## src/rtl/fifo_pkg.sv

```systemverilog
// Shared definitions for the FTDI async-245 FIFO transmit path: TX FSM encoding,
// level-shifter direction constants and the default TXE# blanking length.
package fifo_pkg;
   typedef enum logic [2:0] {
      TX_IDLE   = 3'd0,
      TX_REQ    = 3'd1,
      TX_SETUP  = 3'd2,
      TX_STROBE = 3'd3,
      TX_HOLD   = 3'd4
   } tx_state_t;

   localparam logic LVL_DIR_INPUT  = 1'b0;
   localparam logic LVL_DIR_OUTPUT = 1'b1;

   localparam int TXE_BLANK_DEFAULT = 3;
endpackage

```

## src/rtl/fifo_tx_if.sv

```systemverilog
// Producer-side byte stream into fifo_tx: valid/ready handshake plus fill level.
interface fifo_tx_if #(parameter int DEPTH = 16);
   localparam int LW = $clog2(DEPTH + 1);

   logic [7:0]    in_data;
   logic          in_valid;
   logic          in_ready;
   logic [LW-1:0] level;

   modport master (output in_data, output in_valid, input in_ready, input level);
   modport slave  (input in_data, input in_valid, output in_ready, output level);
endinterface

```

## src/rtl/byte_fifo.sv

```systemverilog
// DEPTH x 8 synchronous FIFO with first-word fall-through head and occupancy count.
module byte_fifo #(
   parameter int DEPTH = 16
) (
   input  logic                         clk,
   input  logic                         rst,
   input  logic                         push,
   input  logic [7:0]                   wdata,
   input  logic                         pop,
   output logic [7:0]                   head,
   output logic                         full,
   output logic                         empty,
   output logic [$clog2(DEPTH+1)-1:0]   level
);
   localparam int AW = $clog2(DEPTH);
   localparam int LW = $clog2(DEPTH + 1);

   logic [7:0]    mem_r [DEPTH];
   logic [AW-1:0] wr_ptr_r;
   logic [AW-1:0] rd_ptr_r;
   logic [LW-1:0] count_r;
   logic          do_push_s;
   logic          do_pop_s;

   assign full      = (count_r == LW'(DEPTH));
   assign empty     = (count_r == {LW{1'b0}});
   assign do_push_s = push & ~full;
   assign do_pop_s  = pop & ~empty;
   assign head      = mem_r[rd_ptr_r];
   assign level     = count_r;

   // Storage array; contents are only meaningful between the pointers, so no reset.
   always_ff @(posedge clk) begin
      if (do_push_s) begin
         mem_r[wr_ptr_r] <= wdata;
      end
   end

   // Pointer and occupancy bookkeeping; power-of-two DEPTH lets pointers wrap naturally.
   always_ff @(posedge clk or posedge rst) begin
      if (rst) begin
         wr_ptr_r <= {AW{1'b0}};
         rd_ptr_r <= {AW{1'b0}};
         count_r  <= {LW{1'b0}};
      end else begin
         if (do_push_s) wr_ptr_r <= wr_ptr_r + AW'(1);
         if (do_pop_s)  rd_ptr_r <= rd_ptr_r + AW'(1);
         case ({do_push_s, do_pop_s})
            2'b10:   count_r <= count_r + LW'(1);
            2'b01:   count_r <= count_r - LW'(1);
            default: count_r <= count_r;
         endcase
      end
   end
endmodule

```

## src/rtl/fifo_tx.sv

```systemverilog
// FTDI async-245 FIFO transmit engine: buffers bytes and strobes them out with WR#.
// Optional send-immediate (SIWU#) pulse after idling is enabled by FIFO_TX_SIWU_EN.
module fifo_tx import fifo_pkg::*; #(
   parameter int DEPTH     = 16,
   parameter int TXE_BLANK = TXE_BLANK_DEFAULT,
   parameter int SIWU_IDLE = 8
) (
   input  logic       clk_12mhz,
   input  logic       rst,
   fifo_tx_if.slave   in_if,
   input  logic       fifo_txe_n,
   output logic [7:0] d_out,
   output logic       d_dir,
   output logic       wr_n,
   output logic       siwu,
   output logic       bus_req,
   input  logic       bus_gnt,
   output logic       busy
);
   localparam int LW = $clog2(DEPTH + 1);
   localparam int BW = (TXE_BLANK > 0) ? $clog2(TXE_BLANK + 1) : 1;

   tx_state_t     state_r, state_nx_s;
   logic          txe_meta_r, txe_s;
   logic [BW-1:0] blank_r;
   logic          tx_ok_s, push_s, pop_s, empty_s, full_s, in_ready_r;
   logic [7:0]    head_s;
   logic [LW-1:0] level_s, level_nx_s;
   logic [7:0]    d_out_r;
   logic          d_dir_r, wr_n_r, bus_req_r, busy_r;

   assign push_s  = in_if.in_valid & in_ready_r;
   assign pop_s   = (state_r == TX_HOLD);
   assign tx_ok_s = ~txe_s & (blank_r == {BW{1'b0}});

   byte_fifo #(.DEPTH(DEPTH)) u_buf (
      .clk   (clk_12mhz),
      .rst   (rst),
      .push  (push_s),
      .wdata (in_if.in_data),
      .pop   (pop_s),
      .head  (head_s),
      .full  (full_s),
      .empty (empty_s),
      .level (level_s)
   );

   // TXE# synchronizer and post-write blanking, since TXE# lags each WR# strobe.
   always_ff @(posedge clk_12mhz or posedge rst) begin
      if (rst) begin
         txe_meta_r <= 1'b1;
         txe_s      <= 1'b1;
         blank_r    <= {BW{1'b0}};
      end else begin
         txe_meta_r <= fifo_txe_n;
         txe_s      <= txe_meta_r;
         if (state_r == TX_HOLD) begin
            blank_r <= BW'(TXE_BLANK);
         end else if (blank_r != {BW{1'b0}}) begin
            blank_r <= blank_r - BW'(1);
         end else begin
            blank_r <= blank_r;
         end
      end
   end

   // Occupancy one cycle ahead, so in_ready can be registered yet still stop at full.
   always_comb begin
      level_nx_s = level_s;
      case ({push_s, pop_s})
         2'b10:   level_nx_s = level_s + LW'(1);
         2'b01:   level_nx_s = level_s - LW'(1);
         default: level_nx_s = level_s;
      endcase
   end

   // Next-state logic; a push into an empty buffer starts the request the same cycle.
   always_comb begin
      state_nx_s = state_r;
      case (state_r)
         TX_IDLE: begin
            if ((~empty_s | push_s) & tx_ok_s) state_nx_s = TX_REQ;
            else                               state_nx_s = TX_IDLE;
         end
         TX_REQ: begin
            if (bus_gnt) state_nx_s = TX_SETUP;
            else         state_nx_s = TX_REQ;
         end
         TX_SETUP:  state_nx_s = TX_STROBE;
         TX_STROBE: state_nx_s = TX_HOLD;
         TX_HOLD:   state_nx_s = TX_IDLE;
         default:   state_nx_s = TX_IDLE;
      endcase
   end

   // State register and outputs registered from the decoded next state.
   always_ff @(posedge clk_12mhz or posedge rst) begin
      if (rst) begin
         state_r    <= TX_IDLE;
         bus_req_r  <= 1'b0;
         busy_r     <= 1'b0;
         d_dir_r    <= LVL_DIR_INPUT;
         wr_n_r     <= 1'b1;
         d_out_r    <= 8'h00;
         in_ready_r <= 1'b0;
      end else begin
         state_r    <= state_nx_s;
         bus_req_r  <= (state_nx_s != TX_IDLE);
         busy_r     <= (state_nx_s != TX_IDLE);
         // Pads drive only once the grant has been taken (SETUP onward).
         d_dir_r    <= (state_nx_s == TX_SETUP || state_nx_s == TX_STROBE ||
                        state_nx_s == TX_HOLD) ? LVL_DIR_OUTPUT : LVL_DIR_INPUT;
         wr_n_r     <= (state_nx_s != TX_STROBE);
         d_out_r    <= (state_nx_s == TX_SETUP) ? head_s : d_out_r;
         in_ready_r <= (level_nx_s != LW'(DEPTH));
      end
   end

`ifdef FIFO_TX_SIWU_EN
   localparam int SW = $clog2(SIWU_IDLE + 1);
   logic [SW-1:0] idle_cnt_r;
   logic          armed_r;
   logic          siwu_r;

   // Idle timer: armed by each completed write, fires once, a push restarts the count.
   always_ff @(posedge clk_12mhz or posedge rst) begin
      if (rst) begin
         idle_cnt_r <= {SW{1'b0}};
         armed_r    <= 1'b0;
         siwu_r     <= 1'b1;
      end else begin
         siwu_r <= 1'b1;
         if (pop_s) begin
            armed_r    <= 1'b1;
            idle_cnt_r <= {SW{1'b0}};
         end else if (push_s) begin
            idle_cnt_r <= {SW{1'b0}};
         end else if (armed_r && empty_s && state_r == TX_IDLE) begin
            if (idle_cnt_r == SW'(SIWU_IDLE - 1)) begin
               siwu_r     <= 1'b0;
               armed_r    <= 1'b0;
               idle_cnt_r <= {SW{1'b0}};
            end else begin
               idle_cnt_r <= idle_cnt_r + SW'(1);
            end
         end else begin
            idle_cnt_r <= {SW{1'b0}};
         end
      end
   end

   assign siwu = siwu_r;
`else
   assign siwu = 1'b1;
`endif

   assign in_if.in_ready = in_ready_r;
   assign in_if.level    = level_s;
   assign d_out          = d_out_r;
   assign d_dir          = d_dir_r;
   assign wr_n           = wr_n_r;
   assign bus_req        = bus_req_r;
   assign busy           = busy_r;
endmodule

```

## src/flat_wrapper.sv

```systemverilog
// flat-port wrapper written by rule: the top's interface ports become plain ports
module fifo_tx_flat import fifo_pkg::*;
#(
   parameter int DEPTH     = 16,
   parameter int TXE_BLANK = TXE_BLANK_DEFAULT,
   parameter int SIWU_IDLE = 8
)
  (clk_12mhz, rst, fifo_txe_n, d_out, d_dir, wr_n, siwu, bus_req, bus_gnt, busy, in_if_in_data, in_if_in_valid, in_if_in_ready, in_if_level);
  fifo_tx_if #(.DEPTH(DEPTH)) in_if_i ();
  input  logic clk_12mhz;
  input  logic rst;
  input  logic fifo_txe_n;
  output logic [7:0] d_out;
  output logic d_dir;
  output logic wr_n;
  output logic siwu;
  output logic bus_req;
  input  logic bus_gnt;
  output logic busy;
  input wire logic [$bits(in_if_i.in_data)-1:0] in_if_in_data;
  input wire logic [$bits(in_if_i.in_valid)-1:0] in_if_in_valid;
  output wire logic [$bits(in_if_i.in_ready)-1:0] in_if_in_ready;
  output wire logic [$bits(in_if_i.level)-1:0] in_if_level;
  assign in_if_i.in_data = in_if_in_data;
  assign in_if_i.in_valid = in_if_in_valid;
  assign in_if_in_ready = in_if_i.in_ready;
  assign in_if_level = in_if_i.level;
  fifo_tx #(.DEPTH(DEPTH), .TXE_BLANK(TXE_BLANK), .SIWU_IDLE(SIWU_IDLE)) u_core (.clk_12mhz(clk_12mhz), .rst(rst), .in_if(in_if_i), .fifo_txe_n(fifo_txe_n), .d_out(d_out), .d_dir(d_dir), .wr_n(wr_n), .siwu(siwu), .bus_req(bus_req), .bus_gnt(bus_gnt), .busy(busy));
endmodule
```

## config.mk

```make
export PLATFORM = sky130hd
export DESIGN_NAME = fifo_tx_flat
export DESIGN_NICKNAME = d
export VERILOG_FILES = /design/src/rtl/fifo_pkg.sv /design/src/rtl/fifo_tx_if.sv /design/src/rtl/byte_fifo.sv /design/src/rtl/fifo_tx.sv /design/src/flat_wrapper.sv
export SDC_FILE = /design/constraint.sdc
export NUM_CORES = 1
export LEC_CHECK = 0
export ABC_AREA = 1
export CAP_MARGIN = 20
export CORE_MARGIN = 2
export CORE_UTILIZATION = 46
export DETAILED_ROUTE_END_ITERATION = 8
export GPL_ROUTABILITY_DRIVEN = 0
export PLACE_DENSITY_LB_ADDON = 0.15
export RECOVER_POWER = 50
export SYNTH_ARGS = -nofsm -noshare
export SYNTH_HDL_FRONTEND = slang
export SYNTH_HIERARCHICAL = 1
export SYNTH_SLANG_ARGS = --single-unit
```

## constraint.sdc

```tcl
create_clock -name clk_12mhz -period 2.45 [get_ports clk_12mhz]
set_input_delay 0.735 -clock clk_12mhz [delete_from_list [all_inputs] [get_ports clk_12mhz]]
set_output_delay 0.735 -clock clk_12mhz [all_outputs]
set_load 0.01 [all_outputs]
```

**After elaboration in Yosys (flattened, before gate mapping)**

Memory sizes are Yosys's and may differ from the RTL's. A register that Yosys moved wholly into a read port is not among the register bits.
Index checks and enable logic that the tools add are counted.

- Register bits: 24
- Bits in writable memories: 128
- Input port bits: 13
- Output and inout bits: 19
- Logic and storage cells: 59
- Memories: 1

Memories:

| memory | words | width | rd ports | clocked after memory_dff | write ports | RTL line | text |
|---|---|---|---|---|---|---|---|
| u_core.u_buf.mem_r | 16 | 8 | 1 | 1 | 1 | byte_fifo.sv:18 | `logic [7:0] mem_r [DEPTH];` |

- Add/subtract/negate cells: 5
- Equality and inequality tests: 14
- Mux-type cells: 10
- Bitwise operators: 9
- Reductions and logical operators: 9

Operator list:

| operator | number |
|---|---|
| $pmux 5 s2 | 2 |
| $eq 3x2->1 const B | 4 |
| $pmux 3 s4 | 1 |
| $add 4x1->4 const B | 2 |
| $eq 3x3->1 const B | 2 |
| $mux 2 | 3 |
| $reduce_bool 2->1 | 3 |
| $add 5x1->5 const B | 1 |
| $and 1x1->1 | 5 |
| $eq 5x5->1 const B | 1 |
| $logic_not 5->1 | 1 |
| $ne 5x5->1 const B | 1 |
| $sub 5x1->5 const B | 1 |
| $eq 2x1->1 const B | 2 |
| $eq 2x2->1 const B | 2 |
| $mux 1 | 4 |
| $eq 3x1->1 const B | 1 |
| $logic_not 3->1 | 1 |
| $ne 3x2->1 const B | 1 |
| $not 1->1 | 3 |
| $reduce_bool 3->1 | 1 |
| $logic_not 2->1 | 1 |
| $logic_or 1x1->1 | 2 |
| $sub 2x1->2 const B | 1 |
| $or 1x1->1 | 1 |

**Longest topological paths before layout**

- Depth after elaboration: 10
- Gate-level depth with buffers: 17
- Mapped depth without buffers: 16

**Cells and area by module**

The synthesis kept the hierarchy.

By module, submodules not included:

| module | times used | cells each | area an instance (um2) | seq. area each (um2) |
|---|---|---|---|---|
| byte_fifo | 1 | 624 | 6242.2 | 4169.0 |
| fifo_tx | 1 | 134 | 1053.5 | 479.2 |

**Worst setup path after synthesis**

Ideal clock, no wire load.

- Kind: input port to flip-flop
- Start: input port in_if_in_valid
- End: register u_core.u_buf.count_r[4] (netlist: u_core/u_buf/level[4])
- Setup time: 0.116 ns
- Arrival: 2.083 ns
- Data required time: 2.334 ns
- Setup slack: 0.251 ns
- Stages: 14
- Path buffers: 0
- Path through: nand2_1 inv_1 nand2_2 ha_1 inv_1 fa_1 inv_1 nand2_1 nand2_1 nand2_1 nand2_1 nand2_1 nand2_1 nand2_1

- Cells in the longest elaborated chain, start to end: 4
- Elaborated cells on any way between the ends: 6
- Those cells by class: eq/ne (2); mux (1); bitwise (2); reduce/logical (1)

Ends and longest elaborated chain:

| item | RTL line | text |
|---|---|---|
| start, declared | flat_wrapper.sv:21 | `input wire logic [$bits(in_if_i.in_valid)-1:0] in_if_in_valid;` |
| $and 1x1->1 (*) | fifo_tx.sv:32 | `assign push_s = in_if.in_valid & in_ready_r;` |
| named net u_core.push_s | fifo_tx.sv:26 | `logic tx_ok_s, push_s, pop_s, empty_s, full_s, in_ready_r;` |
| $and 1x1->1 (*) | byte_fifo.sv:27 | `assign do_push_s = push & ~full;` |
| $eq 2x1->1 or $eq 2x2->1 (tied branches) | byte_fifo.sv:48 | `case ({do_push_s, do_pop_s})` |
| $pmux 5 s2 or $reduce_bool 2->1 (tied branches) | n/a |  |
| end signal, assigned | byte_fifo.sv:49 | `2'b10: count_r <= count_r + LW'(1);` |
| end signal, assigned | byte_fifo.sv:50 | `2'b01: count_r <= count_r - LW'(1);` |
| end signal, assigned | byte_fifo.sv:51 | `default: count_r <= count_r;` |
| end, declared | byte_fifo.sv:21 | `logic [LW-1:0] count_r;` |

The timed path passes the listed nets; every way through them passes the cells marked *.
A chain may end at the register's enable or synchronous reset.

**Final worst setup path**

- Start: register u_core.state_r[0]
- End: register u_core.u_buf.count_r[4] (netlist: u_core/u_buf/level[4])

- Cells in the longest elaborated chain, start to end: 4
- Elaborated cells on any way between the ends: 6
- Those cells by class: eq/ne (3); mux (1); bitwise (1); reduce/logical (1)

Ends and longest elaborated chain:

| item | RTL line | text |
|---|---|---|
| start, declared | fifo_tx.sv:23 | `tx_state_t state_r, state_nx_s;` |
| start signal, assigned | fifo_tx.sv:107 | `state_r <= state_nx_s;` |
| $eq 3x3->1 (*) | fifo_tx.sv:33 | `assign pop_s = (state_r == TX_HOLD);` |
| named net u_core.pop_s | fifo_tx.sv:26 |  |
| $and 1x1->1 (*) | byte_fifo.sv:28 | `assign do_pop_s = pop & ~empty;` |
| named net u_core.u_buf.do_pop_s | byte_fifo.sv:23 | `logic do_pop_s;` |
| $eq 2x1->1 or $eq 2x2->1 (tied branches) | byte_fifo.sv:48 |  |
| $pmux 5 s2 or $reduce_bool 2->1 (tied branches) | n/a |  |

Marked as above.

==> results_dict.tcl <==
set metrics [dict create \
    status "finished, final reports clean" \
    path_max_fanout 4 \
    path_clk_slew_ps 60 \
    io_buffer_count 30 \
    ios 32 \
    start_util 0.464 \
    hold_path_class "reg2reg" \
    area_growth_pct 17.2 \
    syn_area_per_cell_sq_um 9.63 \
    irDropWorstVdd_mv 0.518 \
    rows 46 \
    cts.sinks 160 \
    rsz0062_at_grt "no" \
    crit_path_max_incr_delay_ps 420 \
    skew_ps 9.25 \
    vias 5061 \
    holdWs_ps 359 \
    arrival_ps 2580 \
    pwr-share-seq 0.375 \
    crit_chain "nor3_1 > nand2_1 > inv_1 > ha_1 > inv_1 > fa_1 > inv_1 > nand2_1 > nand2_1 > nand2_1 > nand2_1 > nand2_1 > nand2_1 > nand2_1" \
    final_cells 1049 \
    swShare 0.372 \
    period_needed_ps 2270 \
    cp_slowest_cell "dfrtp_1" \
    nNetsFinal 847 \
    fin_util 0.544 \
    final_area_sq_um 8540 \
    clockRootBuffer "clkbuf_16" \
    grt_pass1_wl_um 26000 \
    ant_nets 0 \
    cts_hold_buf 0 \
    synth_area_sq_um 7290 \
    cpMostUsedCell "nand2_1" \
    slew_headroom 0.310 \
    cts.path.max_buffers 2 \
    fmax_mhz 440 \
    wl_um 16200 \
    cp-end-kind "register" \
    cts-buffers-inserted 17 \
    ctsHtreeMaxLevel 4 \
    p_sw_w 0.00356 \
    p_leak_nw 3.75 \
    cp-start-kind "register" \
    drive_above_1_share 0.102 \
    busiest_layer "met2" \
    use_met3 0.0381 \
    met2_usage 0.331 \
    cts_tree "done" \
    finalHoldViolations 0 \
    antenna_cells 0 \
    track_usage 0.207 \
    met1_usage 0.288 \
    placed_cells 1017 \
    place_area_sq_um 8020 \
    via_per_inst 4.82 \
    maxSlewViolCount 0 \
    die-area_sq_um 16900 \
    seq_area_sq_um 4650 \
    nFillCells 1415 \
    drtPass1Iterations 5 \
    finalSetupViolCount 0 \
    intPower_w 0.00602 \
    post-route-drc-count 0 \
    pwr-share-clk 0.269 \
    grt_max_degree 82 \
    hpwl_um 10500 \
    core_sq_um 15700 \
    layout_commonest_cell "nand2_1" \
    fin_tns_setup_ps 0 \
    overflow 0 \
    synth_warnings 6 \
    die_y_um 130 \
    cp.required_ps 2760 \
    syn_nets 784 \
    grt_pass1_vias 5090 \
    multi_input_area_sq_um 2130 \
    max-cap-violations 0 \
    cellPowerDensity_nw_per_um2 1120 \
    critPathKind "reg2reg" \
    post_cts_buffers 0 \
    tightest_slew_ps 1030 \
    drt_iter0_drc 413 \
    finalCritPeriodShare 0.928 \
    combPwrFrac 0.356 \
    mostFrequentLayoutCells "296 x nand2_1, 128 x edfxtp_1, 83 x inv_1, 71 x nor2_1, 61 x nand3_1" \
    clock_latency_ps 420 \
    antenna_found_initial 0 \
    wl_per_cell_um 15.4 \
    synth_cells 757 \
    cts_resized 0 \
    die_w_um 130 \
]
==> routing by layer <==
| layer | vias to the layer above | share of wire |
|---|---|---|
| met5 | - | 0 |
| met4 | 0 | 0.015 |
| met3 | 19 | 0.052 |
| met2 | 141 | 0.46 |
| met1 | 2377 | 0.47 |
| li1 | 2524 | - |
==> worst max-delay path: cells and delay by family (launching register included) <==
family | cells | cell delay, ps
adder cells (fa/ha/maj) | 2 | 590
buffers and inverters | 3 | 290
flip-flops | 1 | 420
AND/OR/NAND/NOR | 9 | 870
==> state kept, by name, summed over array words and instances (netlist names), 2 cells and up <==
signal,flops
u_core/u_buf/mem_r,128
u_core/d_out,8
u_core/u_buf/level,5
u_core/u_buf/rd_ptr_r,4
u_core/u_buf/wr_ptr_r,4
u_core/state_r,3
u_core/blank_r,2
==> path summary, 6_finish.rpt <==
| check | startpoint | endpoint | slack, ps | cells past startpoint |
|---|---|---|---|---|
| setup / recovery | u_core/state_r[0] | u_core/u_buf/level[4] | 180 | 14 |
| hold reg to reg | u_core/txe_meta_r | u_core/txe_s | 360 | 0 |
| setup reg to reg | u_core/state_r[0] | u_core/u_buf/level[4] | 180 | 14 |
| min in group asynchronous | rst | u_core/u_buf/level[1] | 840 | 2 |
| hold / removal | u_core/txe_meta_r | u_core/txe_s | 360 | 0 |
| max in group asynchronous | rst | u_core/state_r[0] | 1110 | 2 |
==> through the flow <==
stage / setup slack (ps) / power (W)
detailed placement: -211 / 0.00708
global route: 23.1 / 0.0102
global placement: -206 / 0.00699
floorplan: 251 / 0.00582
finish: 177 / 0.00958
CTS: 161 / 0.00967
==> cell type report <==
| cell class | instances | area share |
|---|---|---|
| Sequential cell | 160 | 0.544 |
| Multi-Input combinational cell | 480 | 0.249 |
| Timing Repair Buffer | 68 | 0.0661 |
| Clock buffer | 20 | 0.0535 |
| Inverter | 93 | 0.0413 |
| Tap cell | 216 | 0.0316 |
| Clock inverter | 12 | 0.0144 |
==> power by group through the flow <==
stage	Sequential, W	Combinational (W)	Clock, W
5_1_grt	0.00363	0.00382	0.00275
3_5_place_dp	0.00365	0.00343	0
6_report	0.00359	0.00341	0.00257
4_1_cts	0.00359	0.00344	0.00263
2_1_floorplan	0.00370	0.00212	0
3_3_place_gp	0.00363	0.00335	0
Power figures use the tool's default switching activity.
